===== config.mk =====
export PLATFORM = sky130hd
export DESIGN_NAME = ps2_key_event_decoder_flat
export DESIGN_NICKNAME = d
export VERILOG_FILES = /design/src/rtl/ps2_key_event_decoder_pkg.sv /design/src/rtl/ps2_key_event_decoder_if.sv /design/src/rtl/ps2_key_event_decoder_fifo.sv /design/src/rtl/ps2_key_event_decoder.sv /design/src/flat_wrapper.sv
export SDC_FILE = /design/constraint.sdc
export NUM_CORES = 1
export LEC_CHECK = 0
export BUFFER_PORTS_ARGS = -buffer_cell sky130_fd_sc_hd__clkbuf_2
export CAP_MARGIN = 5
export CORE_MARGIN = 2
export CORE_UTILIZATION = 62
export DETAILED_ROUTE_END_ITERATION = 10
export GPL_ROUTABILITY_DRIVEN = 0
export GPL_TIMING_DRIVEN = 0
export PLACE_DENSITY = 0.81
export SYNTH_ARGS = -nofsm -noshare
export SYNTH_HDL_FRONTEND = slang
export SYNTH_SLANG_ARGS = --single-unit

===== constraint.sdc =====
create_clock -name CLOCK_50 -period 4.3 [get_ports CLOCK_50]
set_input_delay 0.43 -clock CLOCK_50 [delete_from_list [all_inputs] [get_ports CLOCK_50]]
set_output_delay 0.43 -clock CLOCK_50 [all_outputs]
set_load 0.02 [all_outputs]

===== src/rtl/ps2_key_event_decoder_pkg.sv =====
// Shared scan-code set 2 constants, parser state encoding and key event type
// for the PS/2 key event decoder.
package ps2_pkg;

  localparam logic [7:0] SC_E0 = 8'hE0;
  localparam logic [7:0] SC_F0 = 8'hF0;
  localparam logic [7:0] SC_E1 = 8'hE1;
  localparam logic [7:0] SC_AA = 8'hAA;
  localparam logic [7:0] SC_FA = 8'hFA;
  localparam logic [7:0] SC_FE = 8'hFE;
  localparam logic [7:0] SC_EE = 8'hEE;
  localparam logic [7:0] SC_00 = 8'h00;
  localparam logic [7:0] SC_FF = 8'hFF;

  localparam logic [7:0] SC_UP    = 8'h75;
  localparam logic [7:0] SC_DOWN  = 8'h72;
  localparam logic [7:0] SC_LEFT  = 8'h6B;
  localparam logic [7:0] SC_RIGHT = 8'h74;
  localparam logic [7:0] SC_Z     = 8'h1A;
  localparam logic [7:0] SC_X     = 8'h22;

  localparam logic [2:0] KEY_UP    = 3'd0;
  localparam logic [2:0] KEY_DOWN  = 3'd1;
  localparam logic [2:0] KEY_LEFT  = 3'd2;
  localparam logic [2:0] KEY_RIGHT = 3'd3;
  localparam logic [2:0] KEY_Z     = 3'd4;
  localparam logic [2:0] KEY_X     = 3'd5;
  localparam logic [2:0] KEY_NONE  = 3'd7;

  localparam logic [2:0] PAUSE_TAIL = 3'd7;

  typedef enum logic [2:0] {
    ST_IDLE,
    ST_EXT,
    ST_BRK,
    ST_EXT_BRK,
    ST_SKIP
  } parser_state_t;

  typedef struct packed {
    logic       extended;
    logic       released;
    logic [7:0] code;
  } key_event_t;

  function automatic logic is_prefix(input logic [7:0] b);
    return (b == SC_E0) || (b == SC_F0) || (b == SC_E1);
  endfunction

  // Keyboard status/ack bytes that carry no key information.
  function automatic logic is_status(input logic [7:0] b);
    return (b == SC_AA) || (b == SC_FA) || (b == SC_FE) ||
           (b == SC_EE) || (b == SC_00) || (b == SC_FF);
  endfunction

  function automatic logic [2:0] key_slot(input logic ext, input logic [7:0] code);
    logic [2:0] slot;
    slot = KEY_NONE;
    if (ext) begin
      case (code)
        SC_UP:    slot = KEY_UP;
        SC_DOWN:  slot = KEY_DOWN;
        SC_LEFT:  slot = KEY_LEFT;
        SC_RIGHT: slot = KEY_RIGHT;
        default:  slot = KEY_NONE;
      endcase
    end else begin
      case (code)
        SC_Z:    slot = KEY_Z;
        SC_X:    slot = KEY_X;
        default: slot = KEY_NONE;
      endcase
    end
    return slot;
  endfunction

endpackage


===== src/rtl/ps2_key_event_decoder_if.sv =====
// Byte-in / event-out bundle between PS2_Controller, the decoder and game logic.
// master = decoder side, slave = byte source plus event consumer.
interface ps2_key_event_decoder_if #(
  parameter int DEPTH = 8
);

  logic [7:0]             received_data;
  logic                   received_data_en;
  logic                   evt_valid;
  logic [9:0]             evt_data;
  logic                   evt_ready;
  logic [$clog2(DEPTH):0] fifo_count;
  logic                   overflow;
  logic [5:0]             keys_held;

  modport master (
    input  received_data,
    input  received_data_en,
    input  evt_ready,
    output evt_valid,
    output evt_data,
    output fifo_count,
    output overflow,
    output keys_held
  );

  modport slave (
    output received_data,
    output received_data_en,
    output evt_ready,
    input  evt_valid,
    input  evt_data,
    input  fifo_count,
    input  overflow,
    input  keys_held
  );

endinterface


===== src/rtl/ps2_key_event_decoder_fifo.sv =====
// Show-ahead synchronous event FIFO; a push against a full FIFO with no
// concurrent pop is dropped and reported on the one-cycle drop output.
module ps2_event_fifo
  import ps2_pkg::*;
#(
  parameter int DEPTH = 8
) (
  input  logic                   clk,
  input  logic                   rst,
  input  logic                   push,
  input  key_event_t             push_data,
  input  logic                   pop,
  output key_event_t             head,
  output logic [$clog2(DEPTH):0] count,
  output logic                   empty,
  output logic                   drop
);

  localparam int AW = $clog2(DEPTH);
  localparam logic [AW:0] FULL_COUNT = (AW+1)'(DEPTH);

  key_event_t    mem [DEPTH];
  logic [AW-1:0] wr_ptr;
  logic [AW-1:0] rd_ptr;
  logic          full;
  logic          do_push;
  logic          do_pop;

  assign empty = (count == '0);
  assign full  = (count == FULL_COUNT);

  // A pop frees the slot the simultaneous push lands in, so full+pop still accepts.
  assign do_pop  = pop && !empty;
  assign do_push = push && (!full || do_pop);
  assign drop    = push && full && !do_pop;

  always_ff @(posedge clk) begin
    if (rst) begin
      wr_ptr <= '0;
      rd_ptr <= '0;
      count  <= '0;
    end else begin
      if (do_push) wr_ptr <= wr_ptr + 1'b1;
      if (do_pop)  rd_ptr <= rd_ptr + 1'b1;
      count <= count + (AW+1)'(do_push) - (AW+1)'(do_pop);
    end
  end

  always_ff @(posedge clk) begin
    if (do_push) mem[wr_ptr] <= push_data;
  end

  assign head = mem[rd_ptr];

endmodule


===== src/rtl/ps2_key_event_decoder.sv =====
// PS/2 scan-code set 2 parser producing make/break events into a FIFO and
// tracking held game keys. Optional macro PS2_TYPEMATIC_FILTER_EN suppresses auto-repeat makes.
module ps2_key_event_decoder
  import ps2_pkg::*;
#(
  parameter int DEPTH          = 8,
  parameter int TIMEOUT_CYCLES = 100000
) (
  input logic                     CLOCK_50,
  input logic                     reset,
  ps2_key_event_decoder_if.master bus
);

  localparam int TMO_W = (TIMEOUT_CYCLES > 2) ? $clog2(TIMEOUT_CYCLES) : 1;
  localparam logic [TMO_W-1:0] TMO_LAST = TMO_W'(TIMEOUT_CYCLES - 1);

  parser_state_t    state;
  parser_state_t    state_nx;
  logic [2:0]       skip_cnt;
  logic [2:0]       skip_nx;
  logic [TMO_W-1:0] tmo_cnt;
  logic             tmo_hit;

  logic       emit;
  key_event_t emit_ev;
  logic       is_repeat;
  logic       push;
  logic [2:0] slot;

  key_event_t fifo_head;
  logic       fifo_empty;
  logic       fifo_drop;
  logic       pop;
  logic       overflow;
  logic [5:0] keys_held;

  logic [7:0] rx_byte;
  logic       rx_en;

  assign rx_byte = bus.received_data;
  assign rx_en   = bus.received_data_en;
  assign tmo_hit = (state != ST_IDLE) && (tmo_cnt == TMO_LAST);

  // Parser state register
  always_ff @(posedge CLOCK_50) begin
    if (reset) begin
      state    <= ST_IDLE;
      skip_cnt <= '0;
    end else begin
      state    <= state_nx;
      skip_cnt <= skip_nx;
    end
  end

  // Idle counter only runs while a sequence is partially received
  always_ff @(posedge CLOCK_50) begin
    if (reset || rx_en || state == ST_IDLE || tmo_hit) begin
      tmo_cnt <= '0;
    end else begin
      tmo_cnt <= tmo_cnt + 1'b1;
    end
  end

  // Parser next state
  always_comb begin
    state_nx = state;
    skip_nx  = skip_cnt;
    if (rx_en) begin
      case (state)
        ST_IDLE: begin
          if (rx_byte == SC_E0) begin
            state_nx = ST_EXT;
          end else if (rx_byte == SC_F0) begin
            state_nx = ST_BRK;
          end else if (rx_byte == SC_E1) begin
            state_nx = ST_SKIP;
            skip_nx  = PAUSE_TAIL;
          end
        end
        ST_EXT: begin
          state_nx = (rx_byte == SC_F0) ? ST_EXT_BRK : ST_IDLE;
        end
        ST_BRK, ST_EXT_BRK: begin
          state_nx = ST_IDLE;
        end
        ST_SKIP: begin
          skip_nx = skip_cnt - 1'b1;
          if (skip_cnt <= 3'd1) begin
            state_nx = ST_IDLE;
            skip_nx  = '0;
          end
        end
        default: begin
          state_nx = ST_IDLE;
        end
      endcase
    end else if (tmo_hit) begin
      state_nx = ST_IDLE;
    end
  end

  // Parser outputs: event emission on the final byte of a sequence
  always_comb begin
    emit    = 1'b0;
    emit_ev = '0;
    if (rx_en) begin
      case (state)
        ST_IDLE: begin
          if (!is_prefix(rx_byte) && !is_status(rx_byte)) begin
            emit    = 1'b1;
            emit_ev = '{extended: 1'b0, released: 1'b0, code: rx_byte};
          end
        end
        ST_EXT: begin
          if (!is_prefix(rx_byte)) begin
            emit    = 1'b1;
            emit_ev = '{extended: 1'b1, released: 1'b0, code: rx_byte};
          end
        end
        ST_BRK: begin
          if (!is_prefix(rx_byte)) begin
            emit    = 1'b1;
            emit_ev = '{extended: 1'b0, released: 1'b1, code: rx_byte};
          end
        end
        ST_EXT_BRK: begin
          if (!is_prefix(rx_byte)) begin
            emit    = 1'b1;
            emit_ev = '{extended: 1'b1, released: 1'b1, code: rx_byte};
          end
        end
        default: begin
          emit    = 1'b0;
          emit_ev = '0;
        end
      endcase
    end
  end

`ifdef PS2_TYPEMATIC_FILTER_EN
  logic       rep_vld;
  logic       rep_ext;
  logic [7:0] rep_code;
  logic       rep_match;

  assign rep_match = rep_vld && (rep_ext == emit_ev.extended) && (rep_code == emit_ev.code);
  assign is_repeat = emit && !emit_ev.released && rep_match;

  always_ff @(posedge CLOCK_50) begin
    if (reset) begin
      rep_vld <= 1'b0;
    end else if (emit) begin
      if (!emit_ev.released) begin
        rep_vld <= 1'b1;
      end else if (rep_match) begin
        rep_vld <= 1'b0;
      end
    end
  end

  always_ff @(posedge CLOCK_50) begin
    if (emit && !emit_ev.released) begin
      rep_ext  <= emit_ev.extended;
      rep_code <= emit_ev.code;
    end
  end
`else
  assign is_repeat = 1'b0;
`endif

  assign push = emit && !is_repeat;

  // Held-key tracking sees every emitted event, filtered or dropped
  assign slot = key_slot(emit_ev.extended, emit_ev.code);

  always_ff @(posedge CLOCK_50) begin
    if (reset) begin
      keys_held <= '0;
    end else if (emit && slot != KEY_NONE) begin
      keys_held[slot] <= !emit_ev.released;
    end
  end

  always_ff @(posedge CLOCK_50) begin
    if (reset) begin
      overflow <= 1'b0;
    end else if (fifo_drop) begin
      overflow <= 1'b1;
    end
  end

  assign pop = bus.evt_ready && !fifo_empty;

  ps2_event_fifo #(
    .DEPTH (DEPTH)
  ) u_fifo (
    .clk       (CLOCK_50),
    .rst       (reset),
    .push      (push),
    .push_data (emit_ev),
    .pop       (pop),
    .head      (fifo_head),
    .count     (bus.fifo_count),
    .empty     (fifo_empty),
    .drop      (fifo_drop)
  );

  assign bus.evt_valid = !fifo_empty;
  assign bus.evt_data  = fifo_empty ? 10'd0 : fifo_head;
  assign bus.overflow  = overflow;
  assign bus.keys_held = keys_held;

endmodule


===== src/flat_wrapper.sv =====
// flat-port wrapper written by rule: the top's interface ports become plain ports
module ps2_key_event_decoder_flat import ps2_pkg::*;
#(
  parameter int DEPTH          = 8,
  parameter int TIMEOUT_CYCLES = 100000
)
  (CLOCK_50, reset, bus_received_data, bus_received_data_en, bus_evt_ready, bus_evt_valid, bus_evt_data, bus_fifo_count, bus_overflow, bus_keys_held);
  ps2_key_event_decoder_if #(.DEPTH(DEPTH)) bus_i ();
  input logic CLOCK_50;
  input logic reset;
  input wire logic [$bits(bus_i.received_data)-1:0] bus_received_data;
  input wire logic [$bits(bus_i.received_data_en)-1:0] bus_received_data_en;
  input wire logic [$bits(bus_i.evt_ready)-1:0] bus_evt_ready;
  output wire logic [$bits(bus_i.evt_valid)-1:0] bus_evt_valid;
  output wire logic [$bits(bus_i.evt_data)-1:0] bus_evt_data;
  output wire logic [$bits(bus_i.fifo_count)-1:0] bus_fifo_count;
  output wire logic [$bits(bus_i.overflow)-1:0] bus_overflow;
  output wire logic [$bits(bus_i.keys_held)-1:0] bus_keys_held;
  assign bus_i.received_data = bus_received_data;
  assign bus_i.received_data_en = bus_received_data_en;
  assign bus_i.evt_ready = bus_evt_ready;
  assign bus_evt_valid = bus_i.evt_valid;
  assign bus_evt_data = bus_i.evt_data;
  assign bus_fifo_count = bus_i.fifo_count;
  assign bus_overflow = bus_i.overflow;
  assign bus_keys_held = bus_i.keys_held;
  ps2_key_event_decoder #(.DEPTH(DEPTH), .TIMEOUT_CYCLES(TIMEOUT_CYCLES)) u_core (.CLOCK_50(CLOCK_50), .reset(reset), .bus(bus_i));
endmodule

======== After elaboration in Yosys (flattened, before gate mapping) ========
Memory sizes are Yosys's and may differ from the RTL's. A register that Yosys moved wholly into a read port is not among the register bits.
Cells that the tools add are included.
word-level totals
  bits in registers ....................... 40
  memory bits (writable) .................. 80
  memories kept ........................... 1
memories
  name               words  width  rd ports  clocked after Yosys merged registers in  wr ports  RTL line                          text
  u_core.u_fifo.mem  8      10     1         1                                        1         ps2_key_event_decoder_fifo.sv:22  key_event_t mem [DEPTH];
cells by class
  add/subtract/negate cells ............... 6
  $lt $le $gt $ge ......................... 3
  eq/ne operators ......................... 26
  muxes and demuxes ....................... 34
  reduce and logical (&&, ||, !) cells .... 35
operator list
  cell                     number
  $eq A8 B8 Y1 const B     8
  $mux W10                 4
  $pmux W10 S4             1
  $mux W3                  13
  $eq A8 B7 Y1 const B     4
  $add A17 B1 Y17 const B  1
  $eq A17 B17 Y1 const B   1
  $pmux W3 S4              1
  $logic_or A1 B1 Y1       11
  $logic_and A1 B1 Y1      9
  $mux W9                  1
  $pmux W3 S3              1
  $eq A8 B5 Y1 const B     1
  $eq A8 B6 Y1 const B     1
  $logic_not A8 Y1         1
  $mux W8                  1
  $add A3 B1 Y3 const B    2
  $bwmux W6                1
  $eq A3 B2 Y1 const B     2
  $logic_not A1 Y1         6
  $mux W1                  6
  $ne A2 B2 Y1 const B     3
  $pmux W3 S2              1
  $ne A5 B5 Y1 const B     1
  other kinds (22)         23

======== Logic depth before layout (Yosys ltp) ========
Gate-level depths: netlist of the first run.
  depth in word-level cells ............... 19
  gate-level depth with buffers ........... 13

======== Modules after synthesis ========
Synthesis of the first run repeated with hierarchy kept, for this count alone.
unflattened totals
  cells, all modules ...................... 433
  area, all modules ....................... 5607.9 µm²
modules (own cells, without submodules)
  module                 times used  cells each  area each (µm²)
  ps2_event_fifo         1           209         3782.4
  ps2_key_event_decoder  1           224         1825.5

======== Least setup slack after synthesis of the first run ========
OpenSTA, ideal clock, no wires.
  path kind ............................... input to register
  start point ............................. input bus_received_data[4]
  end point ............................... memory u_core.u_fifo.mem[4][0] (netlist name), enable pin
  setup time .............................. 404 ps
  data arrival time ....................... 2399 ps
  required time ........................... 3896 ps
  path slack .............................. 1498 ps
  stages on the path ...................... 7
  path buffers ............................ 1
  cells stage by stage .................... buf_2 -> xor2_1 -> o2bb2ai_1 -> a31oi_1 -> and3_2 -> inv_1 -> nor4_1
on the way
  word-level cells in the longest chain between the ends .. 14
ends and longest elaborated chain
  item                             RTL line                          text
  from (decl)                      flat_wrapper.sv:11                input wire logic [$bits(bus_i.received_data)-1:0] bus_received_data;
  $eq A8 B8 Y1                     ps2_key_event_decoder_pkg.sv:52   return (b == SC_AA) || (b == SC_FA) || (b == SC_FE) ||
  $logic_or A1 B1 Y1 (3 in a row)  ps2_key_event_decoder_pkg.sv:52
  $logic_or A1 B1 Y1 (2 in a row)  ps2_key_event_decoder_pkg.sv:53   (b == SC_EE) || (b == SC_00) || (b == SC_FF);
  $logic_not A1 Y1                 ps2_key_event_decoder.sv:109      if (!is_prefix(rx_byte) && !is_status(rx_byte)) begin
  $logic_and A1 B1 Y1              ps2_key_event_decoder.sv:109
  $mux W1                          ps2_key_event_decoder.sv:109
  $pmux W1 S2 *                    ps2_key_event_decoder.sv:107      case (state)
  $mux W1 *                        ps2_key_event_decoder.sv:106      if (rx_en) begin
  $logic_and A1 B1 Y1 *            ps2_key_event_decoder_fifo.sv:34  assign do_push = push && (!full || do_pop);
  $mux W1 *                        ps2_key_event_decoder_fifo.sv:50  if (do_push) mem[wr_ptr] <= push_data;
  $mux W1 (not written as such) *  ps2_key_event_decoder_fifo.sv:50
  to (decl)                        ps2_key_event_decoder_fifo.sv:22
Mark *: on every way between the ends. The rest lies on a longest branch, timed or not.

======== Worst setup path after layout of the first run ========
  start point ............................. register u_core.state[0]
  end point ............................... register u_core.u_fifo.count[3]
on the way
  word-level cells in the longest chain between the ends .. 7
ends and longest elaborated chain
  item                                          RTL line                          text
  from (decl)                                   ps2_key_event_decoder.sv:17       parser_state_t state;
  from (signal assigned)                        ps2_key_event_decoder.sv:50       state <= state_nx;
  $eq A3 B1 Y1 or $eq A3 B2 Y1 (tied branches)  ps2_key_event_decoder.sv:107
  $reduce_or A3 Y1 (no line)                    -
  $pmux W1 S2 *                                 ps2_key_event_decoder.sv:107
  $mux W1 *                                     ps2_key_event_decoder.sv:106
  $logic_and A1 B1 Y1 *                         ps2_key_event_decoder_fifo.sv:34
  $add A4 B1 Y4 *                               ps2_key_event_decoder_fifo.sv:45  count <= count + (AW+1)'(do_push) - (AW+1)'(do_pop);
  $sub A4 B1 Y4 *                               ps2_key_event_decoder_fifo.sv:45
  to (signal assigned)                          ps2_key_event_decoder_fifo.sv:45
  to (decl)                                     ps2_key_event_decoder_fifo.sv:14  output logic [$clog2(DEPTH):0] count,
Marks and branches as above.
A chain may end at the register's enable or synchronous reset.

==> flow_metrics.tcl, run 1 <==
set metrics [dict create \
    synth_warnings 0 \
    clock-sinks 123 \
    cts_resized 0 \
    areaGrowthSynthToFinish_pct 18.3 \
    start_util 0.632 \
    drv_cap 0 \
    layout_commonest_cell "edfxtp_1" \
    critPathKind "flop to flop" \
    drive_above_1_share 0.247 \
    synthesis.nets 436 \
    synthCells 412 \
    whs_ns 0.245 \
    core_area_sq_um 8640 \
    antenna_cells 0 \
    clock_latency_ns 0.51 \
    ys_types 64 \
    synthArstFlopShare 0 \
    p_per_area_nw_per_um2 568 \
    pre_cts_slack_ns 1.20 \
    synthMuxAreaShare 0.109 \
    grt_max_degree 17 \
    synth_compound_area_frac 0.0603 \
    rsz0062_at_grt "no" \
    syn_area_per_cell_sq_um 13.2 \
    dr.pass1.iters 5 \
    fin_worst_skew_ns 0.00703 \
    min_period_ns 3.09 \
    ys_ff_latch 123 \
    min_path_type "input pin to flop" \
    power.static_leakage_uw 0.00231 \
    fin_ws_ns 1.21 \
    startpoint_type "flop" \
    routed_wl_mm 11.3 \
    grt_pass1_wl_mm 18.5 \
    arrival_ns 3.47 \
    fmax_mhz 324 \
    dieArea_sq_um 9560 \
    layout_common_cells "edfxtp_1 (80), nor2_1 (50), dfxtp_1 (43)" \
    holdBufCountCts 0 \
    cts_root_buffer "clkbuf_8" \
    clock_path_buffers 2 \
    slowest_delay_ns 0.39 \
    grt.overflow.total 0 \
    cp_slowest_cell "nor4b_1" \
    peakVddDrop_v 0.000346 \
    cts_buffers 17 \
    post_cts.repair.setup_buffers 0 \
    drt_iter0_drc 275 \
    yosysSeqAreaShare 0.598 \
    vias_per_cell 6.15 \
    cts.clk_slew.worst_paths_ns 0.06 \
    drtAntennaViolNets 0 \
    critPathRequiredTime_ns 4.68 \
    portBuffers 32 \
    hold_violations 0 \
    path_cells "buf_4, nor2_2, nor4b_1, a31oi_1, and3_2, inv_1, ha_1, inv_1, ha_1, a21o_1, a21oi_1, xnor2_1, nor2_1" \
    drv_slew 0 \
    wl_per_cell_um 19.1 \
    grt_pass1_vias 3621 \
    dpl.hpwl_mm 7.58 \
    cp_max_fo 10 \
    antenna_found_initial 0 \
    cts_tree "yes" \
    synth_xor_area_frac 0.0321 \
    slew_headroom 0.306 \
    die_h_um 97.8 \
    synthSimpleGateAreaFrac 0.146 \
    grt_usage 0.254 \
    cp.buffers_inverters 3 \
    synthAdderAreaFrac 0.0289 \
    synth-edff-count 80 \
    synth_top_family_by_area "simple AND/OR/NAND/NOR gates" \
    finalSetupTns_ns 0 \
    ys.flop_type "edfxtp_1" \
    period_share 0.718 \
    cts-htree-levels 4 \
    tightest_slew_ns 1.03 \
    fin_nets 492 \
    outcome "complete, no violations" \
    netlist_area_sq_um 5460 \
    vias 3623 \
    crit_path_end_kind "flop" \
    crit_family "simple AND/OR/NAND/NOR gates" \
    num_io_pins 34 \
    drc 0 \
    die_w_um 97.8 \
    rows 34 \
    setup_viol 0 \
]
-- synthesized netlist by cell type, drive strengths merged (9+ instances only) --
master,number,area (sq um)
mux2i,11,110
ha,11,138
nand2,24,92.6
dfxtp,43,861
xor2,12,105
nand3,12,60.1
inv,16,60.1
nor2,51,194
buf,9,47.5
nor3,11,55.1
and3,10,63.8
mux4,20,450
edfxtp,80,2400
-- per-layer routing --
layer  global-route usage  vias to the layer above  routed length (um)
met1                0.332                     1770                4740
met5                    0                        -                   0
li1                     -                     1672                   -
met3               0.0673                       24                 680
met4                0.100                        0                 284
met2                0.411                      157                5570
-- final timing paths --
check	slack, ns	end	startpoint	cells past startpoint
hold reg to reg	0.49	u_core.tmo_cnt[0]	u_core.tmo_cnt[0]	1
setup / recovery	1.21	u_core.u_fifo.count[3]	u_core.state[0]	13
hold / removal	0.24	u_core.u_fifo.rd_ptr[1]	bus_evt_ready	3
setup reg to reg	1.21	u_core.u_fifo.count[3]	u_core.state[0]	13
-- logic make-up (layout without fill, tap and decap cells) --
| logic type | after synthesis | after routing |
|---|---|---|
| buf+inv | 33 | 102 |
| compound gates | 38 | 38 |
| xor+xnor | 20 | 20 |
| simple gates | 152 | 152 |
| mux | 34 | 34 |
| flops | 123 | 123 |
| fa+ha+maj | 12 | 12 |
-- state kept, by name, indices dropped and copies added, names as in the netlist, named ones only --
signal                cells
u_core.bus.keys_held      6
u_core.bus.overflow       1
u_core.skip_cnt           3
u_core.state              3
u_core.tmo_cnt           17
u_core.u_fifo.count       4
u_core.u_fifo.mem        80
u_core.u_fifo.rd_ptr      3
u_core.u_fifo.wr_ptr      3
-- where the power goes --
group	leakage (uW)	switching, uW	internal [uW]
registers	0.00109	34.5	1340
clock network	0.000301	541	952
logic	0.000921	470	332
-- cell type report --
type / instances / area, sq um
well taps: 108 / 135
multi-input cells: 256 / 2090
fillers: 517 / 2180
repair buffers: 37 / 201
clock inverters: 15 / 210
plain buffers: 17 / 77.6
clock buffers: 17 / 414
inverters: 16 / 60.1
flip-flops and latches: 123 / 3260
-- worst reg2reg max path, cell delays in order (launching register included) --
cell	delay, ns
dfxtp_1	0.30
buf_4	0.17
nor2_2	0.32
nor4b_1	0.39
a31oi_1	0.14
and3_2	0.29
inv_1	0.26
ha_1	0.21
inv_1	0.07
ha_1	0.28
a21o_1	0.18
a21oi_1	0.17
xnor2_1	0.14
nor2_1	0.05
-- through the flow --
stage / instance area [sq um] / total power (uW) / utilization / cells
2_1_floorplan: 5460 / 1970 / - / 412
3_3_place_gp: 5750 / 2150 / 0.666 / 552
3_5_place_dp: 5830 / 2200 / 0.675 / 557
4_1_cts: 6450 / 3690 / 0.747 / 589
5_1_grt: 6450 / 3830 / 0.747 / 589
6_report: 6450 / 3670 / 0.747 / 589
Note: power is estimated with default switching activity, not from simulation.
==> run 2, diff against run 1 <==
ABC_AREA = 1   (was not set)
CORE_UTILIZATION = 61   (was 62)
PLACE_DENSITY = 0.8   (was 0.81)
clock period = 3.05 ns   (was 4.3 ns; I/O delays follow)
==> run 2 against run 1 <==
Effect of this change:
- total power up 40%
- global-route usage rose by 0.58 points
- combinational power up 62%
- non-clock buffer count decreased by 1
- wire length grew 10%
- synthesized cell count rose by 48%
- die area rose by 6.9%
- sequential cell count stayed put
- register-to-register slack lost 1.1 ns
==> flow_metrics.tcl, run 2 <==
set metrics [dict create \
    outcome "complete, no violations" \
    grt_usage 0.260 \
    antenna_cells 0 \
    routed_wl_mm 12.4 \
    holdBufCountCts 0 \
    critPathRequiredTime_ns 3.18 \
    fin_worst_skew_ns 0.00596 \
    setup_viol 0 \
    cts_buffers 17 \
    drc 0 \
    post-synth-top-count-cell "nor2_1" \
    synthArstFlopShare 0 \
    worstHoldStart "reset" \
    r2r-start "u_core.state[2]" \
    drtAntennaViolNets 0 \
    dpl.hpwl_mm 8.52 \
    portBuffers 33 \
    fin_nets 686 \
    p_per_area_nw_per_um2 777 \
    final_util 0.720 \
    rrSetupSlack_ns 0.14 \
    synthCells 610 \
    period_share 0.955 \
    arrival_ns 3.04 \
    yosysTopAreaCell "edfxtp_1" \
    timing.rr.end "u_core.u_fifo.mem[1][1]" \
    peakVddDrop_v 0.000647 \
    synth_warnings 0 \
    dr.pass1.iters 5 \
    rsz0062_at_grt "yes" \
    largest_reg_flops 80 \
    cts_root_buffer "clkbuf_8" \
    post_cts.repair.setup_buffers 0 \
    hold_violations 0 \
    drive_above_1_share 0.164 \
    synthesis.nets 634 \
    grt.overflow.total 0 \
    drv_cap 0 \
    synth-edff-count 80 \
    areaGrowthSynthToFinish_pct 15.1 \
    drv_slew 0 \
    wl_per_cell_um 15.8 \
    startpoint_type "flop" \
    min_period_ns 2.91 \
    rows 35 \
    vias 4519 \
    fmax_mhz 343 \
    synth_area_leaders "edfxtp_1 (42%), dfxtp_1 (15%), nor2_1 (7.7%), o21ai_0 (5.3%), nand2_1 (4.2%)" \
    min_path_type "input pin to flop" \
    core_area_sq_um 9200 \
    antenna_found_initial 0 \
    dieArea_sq_um 10200 \
    vias_per_cell 5.75 \
    cts_tree "yes" \
    drt_iter0_drc 435 \
    layout_common_cells "nor2_1 (118), edfxtp_1 (80), nand2_1 (64)" \
    holdPathStages 3 \
    die_h_um 101 \
    tightest_slew_ns 1.00 \
    clock_latency_ns 0.51 \
    syn_area_per_cell_sq_um 9.44 \
    start_util 0.626 \
    whs_endpoint "u_core.u_fifo.count[1]" \
    num_io_pins 34 \
    cts-htree-levels 4 \
    grt_pass1_wl_mm 20.3 \
    power.static_leakage_uw 0.00257 \
    die_w_um 101 \
    largest-register "u_core.u_fifo.mem" \
    cp_max_fo 10 \
    ys.flop_type "edfxtp_1" \
    grt_max_degree 17 \
    layout_commonest_cell "nor2_1" \
    netlist_area_sq_um 5760 \
    crit_path_end_kind "flop" \
    whs_ns 0.118 \
    yosysSeqAreaShare 0.567 \
    ys_types 43 \
    grt_pass1_vias 4339 \
    ys_ff_latch 123 \
    reg.largest.list "u_core.u_fifo.mem: 80 flops, u_core.tmo_cnt: 17 flops, u_core.bus.keys_held: 6 flops" \
    clock_path_buffers 2 \
    cts.clk_slew.worst_paths_ns 0.06 \
    synth_top_area_frac 0.417 \
    cts_resized 0 \
    slew_headroom 0.330 \
    clock-sinks 123 \
    critPathKind "flop to flop" \
    rr_worst_depth 10 \
    synth.top_cells.by_count "nor2_1 (118), edfxtp_1 (80), nand2_1 (64)" \
]
run 2: changes by cell type after synthesis, moves of 9 or more:
cell | before | now
inv_2 | 0 | 11
nand2_1 | 23 | 64
nor2_1 | 50 | 118
nand3_1 | 12 | 22
mux2i_1 | 11 | 0
a21oi_1 | 5 | 23
o22ai_1 | 0 | 11
o21ai_0 | 0 | 61
mux4_2 | 20 | 0
clkbuf_1 | 8 | 17
inv_1 | 16 | 52
run 2: cell type report:
class,instances,area [sq um]
flip-flops and latches,123,3260
well taps,111,139
plain buffers,20,101
repair buffers,33,165
inverters,64,240
multi-input cells,403,2150
fillers,633,2570
clock buffers,18,418
clock inverters,14,145
run 2: stage by stage:
step,cell area [sq um],TNS [ns],instances,setup slack [ns],power [uW]
floorplan,5760,0,610,0.590,2870
global placement,6060,0,754,0.0537,3220
CTS,6620,0,786,0.146,5150
global route,6620,-0.955,786,-0.0564,5390
detailed placement,6060,-0.316,754,-0.0261,3270
finish,6620,0,786,0.136,5150
run 2: cell families after synthesis:
logic type | after synthesis | synth area share
adder cells (fa/ha/maj) | 12 | 0.0274
buffers and inverters | 84 | 0.0593
flip-flops | 123 | 0.567
AO/OA/AOI/OAI | 116 | 0.110
XOR/XNOR | 10 | 0.0152
AND/OR/NAND/NOR | 265 | 0.221
run 2: worst max-delay path, stage by stage (launching register included):
cell and delay, ns:
dfxtp_1 0.37, inv_2 0.13, nand2_4 0.07, nor2_4 0.24, buf_8 0.19, nand2_1 0.11
nor2_1 0.19, nand2_1 0.21, nor2_1 0.15, inv_1 0.10, nor2_1 0.76
run 2: how the worst max path moves through the flow:
| stage | to | slack [ns] | from | cells after the start |
|---|---|---|---|---|
| final | u_core.u_fifo.mem[1][1] | 0.14 | u_core.state[2] | 10 |
| after global routing | u_core.u_fifo.mem[7][5] | -0.06 | u_core.state[2] | 10 |
| after CTS | u_core.u_fifo.mem[7][5] | 0.15 | u_core.state[2] | 10 |
| after detailed placement | u_core.u_fifo.mem[1][1] | -0.03 | bus_received_data[3] | 14 |
| after global placement | u_core.u_fifo.mem[7][0] | 0.05 | bus_received_data[3] | 14 |
| after floorplan | u_core.u_fifo.count[2] | 0.59 | bus_received_data[3] | 16 |
run 2: layer usage:
metal  GRT usage  part of all wire  vias up
li1            -                 -     2189
met2       0.437              0.50      158
met5           0                 0        -
met3      0.0469             0.052       24
met1       0.337              0.43     2148
met4       0.101             0.018        0
run 2: report_power, final:
part / leakage, uW / switching (uW) / total (uW) / internal [uW]
Clock: 0.000281 / 730 / 1890 / 1160
Sequential: 0.00110 / 57.6 / 1950 / 1900
Combinational: 0.00119 / 902 / 1300 / 400
==> run 3, diff against run 2 <==
CORE_ASPECT_RATIO = 1.25   (was not set)
CORE_UTILIZATION = 25   (was 61)
PLACE_DENSITY = not set   (was 0.8)
SETUP_SLACK_MARGIN = 0.5   (was not set)
==> run 3 against run 2 <==
Effect of this change:
- sequential share of layout area shrank 2.3 points
- critical path type is now flop to primary output
- hold slack gained 0.098 ns
- global-route usage shrank 15 points
- setup slack gained 0.42 ns
- combinational power grew 4%
- largest cell class unchanged
==> flow_metrics.tcl, run 3 (synthesis gave the netlist of run 2 again) <==
set metrics [dict create \
    crit_path_end_kind "primary output" \
    portBuffers 33 \
    drv_slew 0 \
    rr_worst_depth 10 \
    r2r-start "u_core.state[2]" \
    seq_power_share 0.373 \
    layout_commonest_cell "nor2_1" \
    startpoint_type "flop" \
    slew_headroom 0.294 \
    power.static_leakage_uw 0.00262 \
    drv_cap 0 \
    worstHoldStart "reset" \
    cts_buffers 17 \
    vias 4311 \
    rrSetupSlack_ns 0.57 \
    cp_max_fo 10 \
    p_per_area_nw_per_um2 752 \
    setup_viol 0 \
    cts_tree "yes" \
    clock_latency_ns 0.42 \
    netSwitchingPower_uw 1830 \
    min_period_ns 2.49 \
    p_int_uw 3390 \
    vias_per_cell 4.44 \
    peakVddDrop_v 0.000404 \
    dpl.hpwl_mm 9.12 \
    tightest_slew_ns 1.06 \
    pwr-share-clk 0.368 \
    holdBufCountCts 0 \
    grt.overflow.total 0 \
    dr.pass1.iters 5 \
    drc 0 \
    critPathKind "flop to primary output" \
    routed_wl_mm 12.9 \
    dieArea_sq_um 24300 \
    min_path_type "input pin to flop" \
    hold_violations 0 \
    start_util 0.252 \
    holdPathStages 3 \
    final_util 0.305 \
    fin_ws_ns 0.556 \
    die_h_um 174 \
    pre_cts_slack_ns 0.0319 \
    finalSetupTns_ns 0 \
    fmax_mhz 401 \
    grt_pass1_wl_mm 21.0 \
    grt_max_degree 17 \
    core_area_sq_um 22800 \
    outcome "complete, no violations" \
    antenna_cells 0 \
    wl_per_cell_um 13.3 \
    fin_worst_skew_ns 0.0129 \
    cts_root_buffer "clkbuf_16" \
    final_area_sq_um 6950 \
    grt_usage 0.110 \
    place_inst 931 \
    instances_no_fill 970 \
    arrival_ns 2.19 \
    layout_common_cells "nor2_1 (112), edfxtp_1 (80), nand2_1 (62)" \
    antenna_found_initial 0 \
    swShare 0.350 \
    areaGrowthSynthToFinish_pct 20.7 \
    period_share 0.818 \
    die_w_um 140 \
    post_dp_cell_area_sq_um 6280 \
    p_comb_frac 0.258 \
    grt_pass1_vias 4236 \
    largest-register "u_core.u_fifo.mem" \
    largest_reg_flops 80 \
    fin_nets 693 \
    timing.rr.end "u_core.u_fifo.mem[3][4]" \
    rsz0062_at_grt "yes" \
    whs_endpoint "u_core.bus.keys_held[1]" \
    drtAntennaViolNets 0 \
    rows 62 \
    reg.largest.list "u_core.u_fifo.mem: 80 flops, u_core.tmo_cnt: 17 flops, u_core.bus.keys_held: 6 flops" \
    cts-htree-levels 4 \
    drt_iter0_drc 200 \
    clock_path_buffers 2 \
    drive_above_1_share 0.199 \
    critPathRequiredTime_ns 2.74 \
    num_io_pins 34 \
    cts.clk_slew.worst_paths_ns 0.06 \
    clock-sinks 123 \
]
run 3: through the flow:
step	hold WS (ns)	total power (uW)
after floorplan	0.418	2870
after global placement	0.428	3300
after detailed placement	0.438	3320
after CTS	0.216	5240
after global routing	0.230	5500
final	0.216	5230
run 3: routing by layer:
| layer | track usage | share of wire | vias to the layer above |
|---|---|---|---|
| met5 | 0 | 0 | - |
| met4 | 0.0471 | 0.026 | 0 |
| met3 | 0.0251 | 0.034 | 24 |
| met2 | 0.198 | 0.51 | 85 |
| met1 | 0.125 | 0.43 | 1993 |
| li1 | - | - | 2209 |
run 3: worst max path at each step:
stage,start,to,cells past startpoint
6_report,u_core.u_fifo.count[2],bus_evt_data[8],7
5_1_grt,u_core.state[2],u_core.u_fifo.mem[3][5],10
4_1_cts,u_core.state[1],u_core.u_fifo.mem[1][5],9
3_5_place_dp,bus_received_data[3],u_core.u_fifo.mem[3][2],14
3_3_place_gp,bus_received_data[3],u_core.u_fifo.mem[1][2],14
2_1_floorplan,bus_received_data[3],u_core.u_fifo.count[2],16
run 3: cell type report:
class / instances / area, sq um
fill: 2361 / 15900
sequential: 123 / 3270
multi-input combinational: 403 / 2170
clock buffer: 17 / 425
tap: 288 / 360
inverter: 64 / 240
timing repair buffer: 40 / 218
clock inverter: 15 / 153
buffer: 20 / 113
run 3: repair_timing:
action	4_1_cts	5_1_grt
endpoints found under the setup margin	84	63
endpoints found under the hold margin	0	0
pin swaps	1	2
setup buffers	1	6
resized for setup	6	17
run 3: critical path, cell delays in order (launching register included):
cell	delay (ns)
dfxtp_1	0.33
inv_1	0.07
ha_1	0.19
nand2_1	0.14
buf_1	0.31
o21ai_0	0.26
a31oi_1	0.26
clkbuf_2	0.21
run 3: power by group through the flow:
stage,Combinational [uW],Sequential [uW],Clock (uW)
2_1_floorplan,870,2000,0
3_3_place_gp,1320,1980,0
3_5_place_dp,1330,1990,0
4_1_cts,1340,1950,1950
5_1_grt,1500,1960,2030
6_report,1350,1950,1920
